<file path="config.mk">
export PLATFORM = sky130hd
export DESIGN_NAME = wb_arbiter_flat
export DESIGN_NICKNAME = d
export VERILOG_FILES = /design/src/rtl/wb_arbiter_if.sv /design/src/rtl/wb_arbiter.sv /design/src/flat_wrapper.sv
export SDC_FILE = /design/constraint.sdc
export NUM_CORES = 1
export LEC_CHECK = 0
export BUFFER_PORTS_ARGS = -buffer_cell sky130_fd_sc_hd__buf_2
export CAP_MARGIN = 20
export CORE_MARGIN = 5
export CORE_UTILIZATION = 55
export CTS_CLUSTER_SIZE = 28
export DETAILED_ROUTE_END_ITERATION = 12
export PLACE_DENSITY = 0.87
export SETUP_SLACK_MARGIN = 0.2
export SLEW_MARGIN = 20
export SYNTH_ARGS = -nofsm -noshare
export SYNTH_HDL_FRONTEND = slang
export SYNTH_SLANG_ARGS = --single-unit
</file>
<file path="constraint.sdc">
create_clock -name clk -period 3.1 [get_ports clk]
set_input_delay 0.31 -clock clk [delete_from_list [all_inputs] [get_ports clk]]
set_output_delay 0.31 -clock clk [all_outputs]
set_load 0.02 [all_outputs]
</file>
<file path="src/rtl/wb_arbiter_if.sv">
// wb_arbiter_if: bundles every non-clock signal of the writeback arbiter.
//   pipeline writeback : pipe_we / pipe_wa / pipe_wd
//   long-unit results  : lu_valid / lu_ready / lu_wa / lu_wd
//   scoreboard / decode: sb_set / sb_set_addr / ra1 / ra2 / rs1_busy / rs2_busy
//   operand read path  : rf_rd1 / rf_rd2 / rd1_out / rd2_out
//   register-file write: rf_we / rf_wa / rf_wd
//   status             : stall_req / fifo_count
// The master modport is the arbiter itself, which drives the register-file write port.
// The slave modport is the surrounding pipeline, register file and long unit.
interface wb_arbiter_if #(
    parameter int unsigned FIFO_DEPTH = 4
);
    localparam int unsigned CNT_W = $clog2(FIFO_DEPTH) + 1;

    logic              pipe_we;
    logic [4:0]        pipe_wa;
    logic [31:0]       pipe_wd;
    logic              lu_valid;
    logic              lu_ready;
    logic [4:0]        lu_wa;
    logic [31:0]       lu_wd;
    logic              sb_set;
    logic [4:0]        sb_set_addr;
    logic [4:0]        ra1;
    logic [4:0]        ra2;
    logic              rs1_busy;
    logic              rs2_busy;
    logic [31:0]       rf_rd1;
    logic [31:0]       rf_rd2;
    logic [31:0]       rd1_out;
    logic [31:0]       rd2_out;
    logic              rf_we;
    logic [4:0]        rf_wa;
    logic [31:0]       rf_wd;
    logic              stall_req;
    logic [CNT_W-1:0]  fifo_count;

    modport master (
        input  pipe_we, pipe_wa, pipe_wd,
        input  lu_valid, lu_wa, lu_wd,
        output lu_ready,
        input  sb_set, sb_set_addr, ra1, ra2,
        output rs1_busy, rs2_busy,
        input  rf_rd1, rf_rd2,
        output rd1_out, rd2_out,
        output rf_we, rf_wa, rf_wd,
        output stall_req, fifo_count
    );

    modport slave (
        output pipe_we, pipe_wa, pipe_wd,
        output lu_valid, lu_wa, lu_wd,
        input  lu_ready,
        output sb_set, sb_set_addr, ra1, ra2,
        input  rs1_busy, rs2_busy,
        output rf_rd1, rf_rd2,
        input  rd1_out, rd2_out,
        input  rf_we, rf_wa, rf_wd,
        input  stall_req, fifo_count
    );
endinterface

</file>
<file path="src/rtl/wb_arbiter.sv">
// wb_arbiter: writeback stage that owns the single register-file write port.
// Merges in-order pipeline writeback (always wins) with long-unit results buffered
// in a FIFO, keeps a per-register pending scoreboard for decode, and raises
// stall_req when buffered results have been starved for STARVE_LIMIT cycles.
// Ports: clk, rst_n (async active-low) and the wb_arbiter_if.master bundle.
// Optional feature macro WB_BYPASS_EN: forwards the register-file write landing
// this edge onto rd1_out/rd2_out; otherwise the operands pass straight through.
module wb_arbiter #(
    parameter int unsigned FIFO_DEPTH   = 4,
    parameter int unsigned STARVE_LIMIT = 8
) (
    input  logic         clk,
    input  logic         rst_n,
    wb_arbiter_if.master bus
);
    localparam int unsigned AW   = $clog2(FIFO_DEPTH);
    localparam int unsigned CW   = AW + 1;
    localparam int unsigned SW   = $clog2(STARVE_LIMIT + 1);
    localparam int unsigned RW   = 5;
    localparam int unsigned DW   = 32;
    localparam int unsigned NREG = 32;

    logic [RW-1:0]   fifo_wa_q [FIFO_DEPTH];
    logic [RW-1:0]   fifo_wa_d [FIFO_DEPTH];
    logic [DW-1:0]   fifo_wd_q [FIFO_DEPTH];
    logic [DW-1:0]   fifo_wd_d [FIFO_DEPTH];
    logic [AW-1:0]   wr_ptr_q, wr_ptr_d;
    logic [AW-1:0]   rd_ptr_q, rd_ptr_d;
    logic [CW-1:0]   count_q, count_d;
    logic [NREG-1:0] pending_q, pending_d;
    logic [SW-1:0]   starve_q, starve_d;
    logic            stall_req_q, stall_req_d;
    logic            rf_we_q, rf_we_d;
    logic [RW-1:0]   rf_wa_q, rf_wa_d;
    logic [DW-1:0]   rf_wd_q, rf_wd_d;

    logic            fifo_empty_c;
    logic            lu_ready_c;
    logic            push_c;
    logic            pop_c;
    logic            pipe_win_c;
    logic [RW-1:0]   head_wa_c;
    logic [DW-1:0]   head_wd_c;

    // Handshake and arbitration decisions; pipeline writes to x0 count as idle.
    always_comb begin
        fifo_empty_c = (count_q == CW'(0));
        lu_ready_c   = (count_q != CW'(FIFO_DEPTH));
        push_c       = bus.lu_valid && lu_ready_c;
        pipe_win_c   = bus.pipe_we && (bus.pipe_wa != RW'(0));
        // Only entries present before this edge are poppable: no fall-through.
        pop_c        = !pipe_win_c && !fifo_empty_c;
        head_wa_c    = fifo_wa_q[rd_ptr_q];
        head_wd_c    = fifo_wd_q[rd_ptr_q];
    end

    // FIFO storage, pointers and occupancy.
    always_comb begin
        fifo_wa_d = fifo_wa_q;
        fifo_wd_d = fifo_wd_q;
        wr_ptr_d  = wr_ptr_q;
        rd_ptr_d  = rd_ptr_q;
        count_d   = count_q;
        if (push_c) begin
            fifo_wa_d[wr_ptr_q] = bus.lu_wa;
            fifo_wd_d[wr_ptr_q] = bus.lu_wd;
            wr_ptr_d            = wr_ptr_q + AW'(1);
        end
        if (pop_c) begin
            rd_ptr_d = rd_ptr_q + AW'(1);
        end
        case ({push_c, pop_c})
            2'b10:   count_d = count_q + CW'(1);
            2'b01:   count_d = count_q - CW'(1);
            default: count_d = count_q;
        endcase
    end

    // Register-file write port; address/data hold when nothing is written.
    always_comb begin
        rf_we_d = 1'b0;
        rf_wa_d = rf_wa_q;
        rf_wd_d = rf_wd_q;
        if (pipe_win_c) begin
            rf_we_d = 1'b1;
            rf_wa_d = bus.pipe_wa;
            rf_wd_d = bus.pipe_wd;
        end else if (pop_c && (head_wa_c != RW'(0))) begin
            rf_we_d = 1'b1;
            rf_wa_d = head_wa_c;
            rf_wd_d = head_wd_c;
        end
    end

    // Pending scoreboard: clear on pop, set afterwards so a same-cycle set wins.
    always_comb begin
        pending_d = pending_q;
        if (pop_c) begin
            pending_d[head_wa_c] = 1'b0;
        end
        if (bus.sb_set) begin
            pending_d[bus.sb_set_addr] = 1'b1;
        end
        pending_d[0] = 1'b0;
    end

    // Starvation counter, saturating at the limit.
    always_comb begin
        starve_d = starve_q;
        if (fifo_empty_c || pop_c) begin
            starve_d = SW'(0);
        end else if (starve_q < SW'(STARVE_LIMIT)) begin
            starve_d = starve_q + SW'(1);
        end
        stall_req_d = (starve_d >= SW'(STARVE_LIMIT));
    end

    always_ff @(posedge clk or negedge rst_n) begin
        if (!rst_n) begin
            wr_ptr_q    <= '0;
            rd_ptr_q    <= '0;
            count_q     <= '0;
            pending_q   <= '0;
            starve_q    <= '0;
            stall_req_q <= 1'b0;
            rf_we_q     <= 1'b0;
            rf_wa_q     <= '0;
            rf_wd_q     <= '0;
        end else begin
            wr_ptr_q    <= wr_ptr_d;
            rd_ptr_q    <= rd_ptr_d;
            count_q     <= count_d;
            pending_q   <= pending_d;
            starve_q    <= starve_d;
            stall_req_q <= stall_req_d;
            rf_we_q     <= rf_we_d;
            rf_wa_q     <= rf_wa_d;
            rf_wd_q     <= rf_wd_d;
        end
    end

    // Payload storage needs no reset: pointers and count gate every read.
    always_ff @(posedge clk) begin
        fifo_wa_q <= fifo_wa_d;
        fifo_wd_q <= fifo_wd_d;
    end

    assign bus.lu_ready   = lu_ready_c;
    assign bus.fifo_count = count_q;
    assign bus.stall_req  = stall_req_q;
    assign bus.rf_we      = rf_we_q;
    assign bus.rf_wa      = rf_wa_q;
    assign bus.rf_wd      = rf_wd_q;
    // The pop that feeds rf_w* has already cleared pending, so busy needs no extra term.
    assign bus.rs1_busy   = pending_q[bus.ra1];
    assign bus.rs2_busy   = pending_q[bus.ra2];

`ifdef WB_BYPASS_EN
    // Forward the write landing this edge so decode sees it before the RF does.
    always_comb begin
        bus.rd1_out = bus.rf_rd1;
        bus.rd2_out = bus.rf_rd2;
        if (rf_we_q && (rf_wa_q == bus.ra1) && (bus.ra1 != RW'(0))) begin
            bus.rd1_out = rf_wd_q;
        end
        if (rf_we_q && (rf_wa_q == bus.ra2) && (bus.ra2 != RW'(0))) begin
            bus.rd2_out = rf_wd_q;
        end
    end
`else
    assign bus.rd1_out = bus.rf_rd1;
    assign bus.rd2_out = bus.rf_rd2;
`endif

    // Decode must never issue a pipeline write over a register still pending.
    waw_over_pending_a: assert property (
        @(posedge clk) disable iff (!rst_n) !(pipe_win_c && pending_q[bus.pipe_wa])
    );

endmodule

</file>
<file path="src/flat_wrapper.sv">
// flat-port wrapper written by rule: the top's interface ports become plain ports
module wb_arbiter_flat 
#(
    parameter int unsigned FIFO_DEPTH   = 4,
    parameter int unsigned STARVE_LIMIT = 8
)
  (clk, rst_n, bus_pipe_we, bus_pipe_wa, bus_pipe_wd, bus_lu_valid, bus_lu_wa, bus_lu_wd, bus_lu_ready, bus_sb_set, bus_sb_set_addr, bus_ra1, bus_ra2, bus_rs1_busy, bus_rs2_busy, bus_rf_rd1, bus_rf_rd2, bus_rd1_out, bus_rd2_out, bus_rf_we, bus_rf_wa, bus_rf_wd, bus_stall_req, bus_fifo_count);
  wb_arbiter_if #(.FIFO_DEPTH(FIFO_DEPTH)) bus_i ();
  input  logic clk;
  input  logic rst_n;
  input wire logic [$bits(bus_i.pipe_we)-1:0] bus_pipe_we;
  input wire logic [$bits(bus_i.pipe_wa)-1:0] bus_pipe_wa;
  input wire logic [$bits(bus_i.pipe_wd)-1:0] bus_pipe_wd;
  input wire logic [$bits(bus_i.lu_valid)-1:0] bus_lu_valid;
  input wire logic [$bits(bus_i.lu_wa)-1:0] bus_lu_wa;
  input wire logic [$bits(bus_i.lu_wd)-1:0] bus_lu_wd;
  output wire logic [$bits(bus_i.lu_ready)-1:0] bus_lu_ready;
  input wire logic [$bits(bus_i.sb_set)-1:0] bus_sb_set;
  input wire logic [$bits(bus_i.sb_set_addr)-1:0] bus_sb_set_addr;
  input wire logic [$bits(bus_i.ra1)-1:0] bus_ra1;
  input wire logic [$bits(bus_i.ra2)-1:0] bus_ra2;
  output wire logic [$bits(bus_i.rs1_busy)-1:0] bus_rs1_busy;
  output wire logic [$bits(bus_i.rs2_busy)-1:0] bus_rs2_busy;
  input wire logic [$bits(bus_i.rf_rd1)-1:0] bus_rf_rd1;
  input wire logic [$bits(bus_i.rf_rd2)-1:0] bus_rf_rd2;
  output wire logic [$bits(bus_i.rd1_out)-1:0] bus_rd1_out;
  output wire logic [$bits(bus_i.rd2_out)-1:0] bus_rd2_out;
  output wire logic [$bits(bus_i.rf_we)-1:0] bus_rf_we;
  output wire logic [$bits(bus_i.rf_wa)-1:0] bus_rf_wa;
  output wire logic [$bits(bus_i.rf_wd)-1:0] bus_rf_wd;
  output wire logic [$bits(bus_i.stall_req)-1:0] bus_stall_req;
  output wire logic [$bits(bus_i.fifo_count)-1:0] bus_fifo_count;
  assign bus_i.pipe_we = bus_pipe_we;
  assign bus_i.pipe_wa = bus_pipe_wa;
  assign bus_i.pipe_wd = bus_pipe_wd;
  assign bus_i.lu_valid = bus_lu_valid;
  assign bus_i.lu_wa = bus_lu_wa;
  assign bus_i.lu_wd = bus_lu_wd;
  assign bus_lu_ready = bus_i.lu_ready;
  assign bus_i.sb_set = bus_sb_set;
  assign bus_i.sb_set_addr = bus_sb_set_addr;
  assign bus_i.ra1 = bus_ra1;
  assign bus_i.ra2 = bus_ra2;
  assign bus_rs1_busy = bus_i.rs1_busy;
  assign bus_rs2_busy = bus_i.rs2_busy;
  assign bus_i.rf_rd1 = bus_rf_rd1;
  assign bus_i.rf_rd2 = bus_rf_rd2;
  assign bus_rd1_out = bus_i.rd1_out;
  assign bus_rd2_out = bus_i.rd2_out;
  assign bus_rf_we = bus_i.rf_we;
  assign bus_rf_wa = bus_i.rf_wa;
  assign bus_rf_wd = bus_i.rf_wd;
  assign bus_stall_req = bus_i.stall_req;
  assign bus_fifo_count = bus_i.fifo_count;
  wb_arbiter #(.FIFO_DEPTH(FIFO_DEPTH), .STARVE_LIMIT(STARVE_LIMIT)) u_core (.clk(clk), .rst_n(rst_n), .bus(bus_i));
endmodule
</file>
==> results.cfg, run 1 <==
[route]
remaining_drc_errors = 0
num_vias = 6026
viasPerCell = 6.04
drtIter0Drc = 556
final_antenna_net_count = 0
wl_um = 23800
wl_per_cell_um = 23.8
firstDrtPassIters = 5

[placement]
portBuffers = 138
dp.final_hpwl_um = 15800
place.gp.congestion = 0.885
placed_area_um2 = 10400

[clock_tree]
cts_tree = built
cts.clk_slew.worst_paths_ps = 60
clockBufferDepth = 3
cts_inserted_buffers = 23
clkLatencyLatePin_ps = 500
ctsHtreeMaxLevel = 1
cts.sinks = 228
clock-root-buffer = clkbuf_16
cts_resized = 0

[synth]
synth.most_common_cell = edfxtp_1
seq_area_frac_synth_pct = 65.2
synthesis.area_um2 = 9890
synth_cells = 669
synth.distinct_cells = 40
synth-edff-count = 148
yosys-top-cells-count = edfxtp_1, dfrtp_1, nand2_1
synth-main-ff-cell = edfxtp_1
synthTopCellsByArea = edfxtp_1, dfrtp_1, mux4_2
yosys_warnings = 0
synth.avg_cell_area_um2 = 14.8
yosys.area.top_type_share_pct = 44.9
synth_nets = 834
synth_top_area_cell = edfxtp_1
ys_ff_latch = 228
ys_async_sr_fraction_pct = 35.1

[critical_path]
critPathArrivalTime_ps = 2330
endpoint_kind = output port
path_class = register to output port
critPathMaxFanout = 3
cp.required_ps = 2790
critPathLaunchType = register

[pwr]
power_frac_seq_pct = 41.9
p_sw_share_pct = 33.7
intPower_uw = 7340
power_uw = 11100
ir_drop_mv = 0.713
power_density_nw_per_um2 = 994
clkPwrFrac_pct = 25.9
pwr-share-comb_pct = 32.1
switching_power_uw = 3740
p_leak_uw = 0.00425

[timing]
holdWs_ps = 19.4
rsz0062_at_grt = no
fmax_mhz = 379
hold_viol = 0
fin_crit_ps = 2640
report.final.slew_viol_count = 0
fin_crit_sh_pct = 85.2
fin_setup_tns_ps = 0
clock_skew_ps = 9.91
finalSetupViolCount = 0
maxSlewHeadroom_pct = 34.3
tightestPinTransition_ps = 983

[global_routing]
grt_pass1_vias = 6072
met1_usage_pct = 28.5
antenna_found_initial = 5
gr-total-overflow = 0
grt_busiest_layer = met2
grt.total_usage_pct = 22.6
grt_pass1_wl_um = 35600
grt_max_degree = 81
use_met2_pct = 39.1
grt.met3_usage_pct = 5.85

[run_status]
status = finished clean

[die]
start_util_pct = 55.4
die_y_um = 144
die_w_um = 144
rows = 49
dieArea_um2 = 20800
boundaryPins = 267
core_area_um2 = 17800

[final_layout]
fill_cells = 1216
area_delta_synth_final_pct = 12.8
drive_gt1_share_pct = 33.7
final_net_count = 917
final_cell_area_um2 = 11200
seq_area_um2 = 6450
multi_input_comb_area_um2 = 2800

[hold_path]
hold_class = input pin to register

[run]
drv_cap = 0
[cells in the final DEF, fill, tap and decap left out, types with 3 or more instances in the layout]
cell       netlist  final
edfxtp_1       148    148
buf_2            8    137
dfrtp_1         80     78
nand2_1         77     77
mux4_2          55     55
o21ai_0         54     53
nor2_1          37     37
a31oi_1         33     33
clkbuf_16        0     23
o21ai_1         13     13
buf_4           64     12
inv_1            8      8
nand3b_1         6      6
ha_1             6      6
nor3_1           5      5
xnor2_1          5      5
clkinv_2         0      5
nand3_1          4      4
and3_2           0      4
mux2i_1          4      4
a21oi_1          5      4
bufinv_16        0      4
or3_1            3      3
xor2_1           3      3
a22oi_1          3      3
[final timing paths]
kind	start	endpoint	slack, ps	depth (start not counted)
worst min register to register	u_core.bus.rf_wd[24]	u_core.bus.rf_wd[24]	540	2
worst max-delay path	u_core.pending_q[27]	bus_rs1_busy	460	4
worst max register to register	u_core.rd_ptr_q[0]	u_core.bus.rf_wd[30]	490	6
worst min-delay path	bus_lu_wa[2]	u_core.fifo_wa_q[12]	20	1
max in group asynchronous	rst_n	u_core.rd_ptr_q[1]	2090	2
min in group asynchronous	rst_n	u_core.bus.rf_wd[1]	430	2
[repair_timing]
action                                 in CTS  in global routing
setup endpoints to repair                   0                  0
endpoints found under the hold margin       0                 80
setup buffers                               0                  0
hold buffers                                0                  1
[critical path: stages (launching register included)]
cell	delay [ps]
dfrtp_1	400
mux4_2	490
mux4_2	480
mux2_2	300
buf_2	160
[layout make-up]
type | count | share of cell area, %
flip-flops and latches | 228 | 57.8
multi-input cells | 340 | 25.1
repair buffers | 151 | 7.15
clock buffers | 26 | 5.35
well taps | 229 | 2.57
clock inverters | 15 | 1.67
inverters | 8 | 0.269
diodes | 1 | 0.0224
[per-layer routing]
| metal | routed length, µm | vias up |
|---|---|---|
| met5 | 55 | - |
| li1 | - | 2629 |
| met2 | 12300 | 330 |
| met1 | 8270 | 2994 |
| met3 | 2540 | 65 |
| met4 | 573 | 8 |
[metrics by stage]
step	utilization [%]	worst slack, ps	instances
after floorplan	-	739	669
after global placement	58.0	601	955
after detailed placement	58.0	553	955
after CTS	62.4	443	996
after global routing	62.5	333	998
final	62.5	460	998
[kinds of logic (layout without fill, tap and decap cells)]
kind of cell / Yosys count / in the layout / share of synthesized area [%]
DFF: 228 / 228 / 65.2
and+or+nand+nor: 150 / 150 / 6.72
AOI/OAI and AO/OA: 114 / 114 / 6.52
buffers and inverters: 101 / 200 / 6.74
muxes: 61 / 61 / 13.2
xor gates and xnor gates: 8 / 8 / 0.709
adders and majority gates: 7 / 7 / 0.962
other: 0 / 1 / 0
[flip-flops by register name (all words and copies together), names as in the netlist]
register               cells
u_core.bus.rf_wa           5
u_core.rd_ptr_q            2
u_core.bus.rf_wd          32
u_core.bus.rf_we           1
u_core.fifo_wd_q         128
u_core.wr_ptr_q            2
u_core.bus.fifo_count      3
u_core.fifo_wa_q          20
u_core.starve_q            3
u_core.pending_q          31
u_core.bus.stall_req       1
[power by group through the flow]
stage / Clock, µW / Combinational (µW) / Sequential (µW)
6_report: 2870 / 3560 / 4650
5_1_grt: 3030 / 3870 / 4730
3_5_place_dp: 0 / 3540 / 4680
4_1_cts: 2910 / 3610 / 4650
3_3_place_gp: 0 / 3440 / 4640
2_1_floorplan: 0 / 2400 / 4800
(Power assumes the default switching activity.)
==> run 2: changes to the inputs <==
--- a/config.mk
+++ b/config.mk
@@ -7,6 +7,7 @@
 export LEC_CHECK = 0
 export BUFFER_PORTS_ARGS = -buffer_cell sky130_fd_sc_hd__buf_2
 export CAP_MARGIN = 20
+export CORE_ASPECT_RATIO = 0.5
 export CORE_MARGIN = 5
 export CORE_UTILIZATION = 55
 export CTS_CLUSTER_SIZE = 28
==> results.cfg, run 2 (synthesis gave the netlist of run 1 again) <==
[clock_tree]
cts_setup_buffers = 0
cts.clk_slew.worst_paths_ps = 70
ctsHtreeMaxLevel = 1
cts_tree = built
cts.sinks = 228
cts_inserted_buffers = 21
cts_resized = 0
clkLatencyLatePin_ps = 510
clock-root-buffer = clkbuf_16
clockBufferDepth = 3

[critical_path]
max_stage_delay_ps = 480
regToRegSetupSlack_ps = 530
path_class = register to output port
endpoint = bus_rs2_busy
cp.required_ps = 2790
critPathLaunchType = register
cpMaxStageDelayCell = mux4_2
critPathArrivalTime_ps = 2300
endpoint_kind = output port
crit_path_start = u_core.pending_q[31]
crit_chain = mux4_2, mux4_2, mux2_2, buf_2
worstRegToRegCells = 6
critPathMaxFanout = 3
rr_endpoint = u_core.bus.rf_wd[2]
crit_top_cell = mux4_2
r2r-start = u_core.rd_ptr_q[0]

[final_layout]
fill_cells = 1172
seq_area_um2 = 6450
multi_input_comb_area_um2 = 2800
final_net_count = 917
fin_cells = 1003
top_register = u_core.fifo_wd_q
final_cell_area_um2 = 11200
drive_gt1_share_pct = 33.9
layout.cells.most_common = edfxtp_1
final_cell_mix = edfxtp_1, buf_2, dfrtp_1
area_delta_synth_final_pct = 12.8
largest_register_ffs = 128

[global_routing]
met1_usage_pct = 29.5
gr-total-overflow = 0
grt.met3_usage_pct = 5.95
grt_max_degree = 81
use_met2_pct = 42.1
grt.total_usage_pct = 24.0
grt_pass1_vias = 6479
grt_pass1_wl_um = 38800
antenna_found_initial = 2
grt_busiest_layer = met2

[hold_path]
hold_class = input pin to register

[pwr]
power_density_nw_per_um2 = 991
pwr-share-comb_pct = 33.1
switching_power_uw = 3770
intPower_uw = 7280
clkPwrFrac_pct = 24.6
p_leak_uw = 0.00424
power_frac_seq_pct = 42.3
p_sw_share_pct = 34.1
ir_drop_mv = 0.455

[placement]
placed_area_um2 = 10400
portBuffers = 138
place_inst = 962
dp.final_hpwl_um = 17500
place.gp.congestion = 0.843

[die]
boundaryPins = 267
die_y_um = 105
dieArea_um2 = 20900
rows = 34
core_area_um2 = 17500
die_w_um = 200
start_util_pct = 56.4

[timing]
rsz0062_at_grt = no
maxSlewHeadroom_pct = 49.0
hold_viol = 0
fin_crit_sh_pct = 84.2
fin_crit_ps = 2610
fin_setup_tns_ps = 0
clock_skew_ps = 19.2
report.final.slew_viol_count = 0
fmax_mhz = 383
tightestPinTransition_ps = 765
finalSetupViolCount = 0

[route]
viasPerCell = 6.17
wl_um = 25600
drtIter0Drc = 717
num_vias = 6193
firstDrtPassIters = 5
final_antenna_net_count = 0
wl_per_cell_um = 25.6
remaining_drc_errors = 0

[run]
drv_cap = 0

[run_status]
status = finished clean
[run 2: cell count changes in the layout (fill, tap and decap cells not counted), sizes merged]
| cell | before | now |
|---|---|---|
| clkinv | 9 | 4 |
| buf | 150 | 152 |
| clkbuf | 26 | 28 |
| bufinv | 4 | 3 |
| clkinvlp | 1 | 2 |
| diode | 1 | 2 |
[run 2: power by group through the flow]
stage | logic (µW) | registers (µW) | clock network (µW)
finish | 3660 | 4670 | 2720
global route | 3960 | 4740 | 2900
CTS | 3670 | 4650 | 2730
detailed placement | 3610 | 4690 | 0
global placement | 3470 | 4620 | 0
floorplan | 2400 | 4800 | 0
[run 2: timing repair]
action                                 4_1_cts  5_1_grt
hold buffers                                 0        1
endpoints found under the hold margin        0       80
setup endpoints to repair                    0        0
[run 2: critical path, delay by kind of cell, from the launching register on]
family	cells	cell delay [ps]
muxes	3	1230
DFF	1	420
buffers and inverters	1	160
[run 2: per-layer routing]
metal	part of all wire, %	vias up
met2	52	364
li1	-	2626
met4	4.1	0
met5	0	-
met3	9.9	79
met1	34	3124
[run 2: area by class of cell]
| type | count | area share, % |
|---|---|---|
| flip-flops and latches | 228 | 57.8 |
| inverters | 8 | 0.269 |
| clock buffers | 28 | 5.34 |
| repair buffers | 153 | 7.62 |
| clock inverters | 10 | 1.20 |
| multi-input cells | 340 | 25.1 |
| well taps | 234 | 2.63 |
| diodes | 2 | 0.0449 |
[run 2: through the flow]
stage | hold WS (ps) | worst slack [ps] | utilization, % | power (µW)
after floorplan | 14.4 | 739 | - | 7200
after global placement | 488 | 677 | 59.4 | 8090
after detailed placement | 508 | 614 | 59.4 | 8300
after CTS | 5.91 | 474 | 63.5 | 11100
after global routing | 5.70 | 365 | 63.6 | 11600
final | 9.59 | 489 | 63.6 | 11100
[run 2: worst min-delay path by stage]
| stage | startpoint | endpoint | slack (ps) | cells after the start |
|---|---|---|---|---|
| final | bus_lu_wd[3] | u_core.fifo_wd_q[67] | 10 | 1 |
| after global routing | bus_lu_wd[3] | u_core.fifo_wd_q[67] | 6 | 1 |
| after CTS | bus_lu_wd[3] | u_core.fifo_wd_q[67] | 6 | 1 |
| after detailed placement | u_core.pending_q[22] | u_core.pending_q[22] | 510 | 2 |
| after global placement | u_core.pending_q[6] | u_core.pending_q[6] | 490 | 2 |
| after floorplan | rst_n | u_core.bus.fifo_count[0] | 10 | 0 |
==> run 3: changes to the inputs <==
--- a/config.mk
+++ b/config.mk
@@ -5,14 +5,15 @@
 export SDC_FILE = /design/constraint.sdc
 export NUM_CORES = 1
 export LEC_CHECK = 0
+export ABC_AREA = 1
 export BUFFER_PORTS_ARGS = -buffer_cell sky130_fd_sc_hd__buf_2
 export CAP_MARGIN = 20
 export CORE_ASPECT_RATIO = 0.5
 export CORE_MARGIN = 5
-export CORE_UTILIZATION = 55
+export CORE_UTILIZATION = 54
 export CTS_CLUSTER_SIZE = 28
 export DETAILED_ROUTE_END_ITERATION = 12
-export PLACE_DENSITY = 0.87
+export PLACE_DENSITY = 0.85
 export SETUP_SLACK_MARGIN = 0.2
 export SLEW_MARGIN = 20
 export SYNTH_ARGS = -nofsm -noshare
==> constraint.sdc (replaced) <==
create_clock -name clk -period 2.7 [get_ports clk]
set_input_delay 0.27 -clock clk [delete_from_list [all_inputs] [get_ports clk]]
set_output_delay 0.27 -clock clk [all_outputs]
set_load 0.02 [all_outputs]
==> results.cfg, run 3 <==
[synth]
synthTopCellsByArea = edfxtp_1, dfrtp_1, nand2_1
yosys.area.top_type_share_pct = 42.1
yosys_warnings = 0
synth_xor_area_share_pct = 0.415
synth.most_common_cell = nand2_1
synth_top_area_cell = edfxtp_1
muxShareOfSynthArea_pct = 0
synth-main-ff-cell = edfxtp_1
synth-adder-area-share_pct = 0.902
ys_async_sr_fraction_pct = 35.1
synth-simple-area-share_pct = 26.8
synthesis.area_um2 = 10500
synth_compound_area_share_pct = 2.65
synth.avg_cell_area_um2 = 9.48
yosys-top-cells-count = nand2_1, nand3_1, edfxtp_1
synth.distinct_cells = 31
seq_area_frac_synth_pct = 61.1
synth_nets = 1277
ys_ff_latch = 228
synth_top_family_by_area = simple AND/OR/NAND/NOR gates
synth_cells = 1112
synth-edff-count = 148

[clock_tree]
ctsHtreeMaxLevel = 1
cts.sinks = 228
clkLatencyLatePin_ps = 500
cts_tree = built
clockBufferDepth = 3
cts_setup_buffers = 0
cts_inserted_buffers = 22
cts.clk_slew.worst_paths_ps = 70
clock-root-buffer = clkbuf_16

[route]
num_vias = 8464
highest_layer = met4
wl_met3_um = 2910
final_antenna_net_count = 0
viasPerCell = 5.63
dr_wl_met2_um = 15800
wl_um = 30400
firstDrtPassIters = 5
drtIter0Drc = 1104
remaining_drc_errors = 0
wl_met1_um = 10500
wl_per_cell_um = 20.2

[critical_path]
endpoint_kind = register
critPathLaunchType = register
critPathArrivalTime_ps = 2730
critPathMaxFanout = 25
path_class = register to register
cp.required_ps = 3130

[final_layout]
largest_register_ffs = 128
diodes = 0
fin_cells = 1503
layout.cells.most_common = nand2_1
final_net_count = 1386
final_cell_mix = nand2_1, nand3_1, edfxtp_1
fill_cells = 1423
area_delta_synth_final_pct = 15.2
postLayoutCoreUtil_pct = 62.9
top_register = u_core.fifo_wd_q
drive_gt1_share_pct = 16.9

[timing]
fin_crit_ps = 2300
hold_viol = 0
report.final.slew_viol_count = 0
clock_skew_ps = 15.2
fin_crit_sh_pct = 85.0
setup_ws_ps = 404
tightestPinTransition_ps = 946
finalSetupViolCount = 0
fmax_mhz = 436
rsz0062_at_grt = no
maxSlewHeadroom_pct = 36.8

[die]
boundaryPins = 267
rows = 36
die_w_um = 208
core_area_um2 = 19300
die_y_um = 109
dieArea_um2 = 22600
start_util_pct = 54.6

[placement]
portBuffers = 138
place.gp.congestion = 0.837
dp.final_hpwl_um = 20500
place_inst = 1427
pre_cts_slack_ps = 454

[run]
drv_cap = 0

[global_routing]
gr-total-overflow = 0
grt_pass1_wl_um = 46300
grt_max_degree = 47
antenna_found_initial = 0
grt_pass1_vias = 8244
grt.total_usage_pct = 26.3

[pwr]
ir_drop_mv = 0.576
power_density_nw_per_um2 = 1070
p_leak_uw = 0.00538

[hold_path]
hold_class = input pin to register

[run_status]
status = finished clean
run 3: cell families (layout without fill, tap and decap cells):
family	count (synthesis)	after routing
AOI/OAI and AO/OA	51	51
buffers and inverters	150	275
and+or+nand+nor	671	671
adders and majority gates	7	7
DFF	228	228
xor gates and xnor gates	5	5
run 3: stage by stage:
stage | area (µm²) | TNS [ps] | hold WS, ps | power [µW]
final | 12200 | 0 | 18.1 | 13000
after global routing | 12200 | 0 | 0.525 | 13800
after CTS | 12200 | 0 | 0.0314 | 13000
after detailed placement | 11100 | 0 | 345 | 9930
after global placement | 11100 | 0 | 327 | 9690
after floorplan | 10500 | -54890 | -25.6 | 8500
run 3: timing repair:
action	in CTS	in global routing
endpoints found under the hold margin	185	0
setup endpoints to repair	0	6
gates resized for setup	0	1
hold buffers	36	0
run 3: power breakdown:
| part | internal [µW] | switching, µW |
|---|---|---|
| sequential | 4800 | 620 |
| combinational | 1400 | 3220 |
| clock | 1700 | 1270 |
run 3: cell type report:
| class | count | area (µm²) | share of cell area (%) |
|---|---|---|---|
| Clock inverter | 5 | 37.5 | 0.309 |
| Clock buffer | 35 | 664 | 5.47 |
| Sequential cell | 228 | 6450 | 53.1 |
| Multi-Input combinational cell | 734 | 3270 | 26.9 |
| Timing Repair Buffer | 197 | 1250 | 10.3 |
| Tap cell | 266 | 333 | 2.74 |
| Inverter | 38 | 143 | 1.17 |
run 3: final timing paths:
path | from | to | slack (ps) | depth (start not counted)
hold / removal | bus_lu_wd[2] | u_core.fifo_wd_q[2] | 20 | 1
max in group asynchronous | rst_n | u_core.pending_q[6] | 1690 | 3
hold reg to reg | u_core.bus.fifo_count[0] | u_core.bus.fifo_count[0] | 510 | 1
min in group asynchronous | rst_n | u_core.bus.rf_wd[4] | 370 | 2
setup / recovery | u_core.rd_ptr_q[0] | u_core.bus.rf_wd[23] | 400 | 10
setup reg to reg | u_core.rd_ptr_q[0] | u_core.bus.rf_wd[23] | 400 | 10
run 3: routing by layer:
layer,track usage (%),up-vias
met3,6.15,72
met4,10.4,0
li1,-,3863
met1,30.4,4045
met5,0,-
met2,48.3,484
run 3: worst max-delay path: stages, from the launching register on:
cell and delay, ps:
dfrtp_4 600, inv_2 380, nand2_1 100, nand3_1 90
nand2_1 220, nand3_4 200, o21bai_4 70, nand2_2 60
buf_4 270, nand2_1 100, nand2_1 120
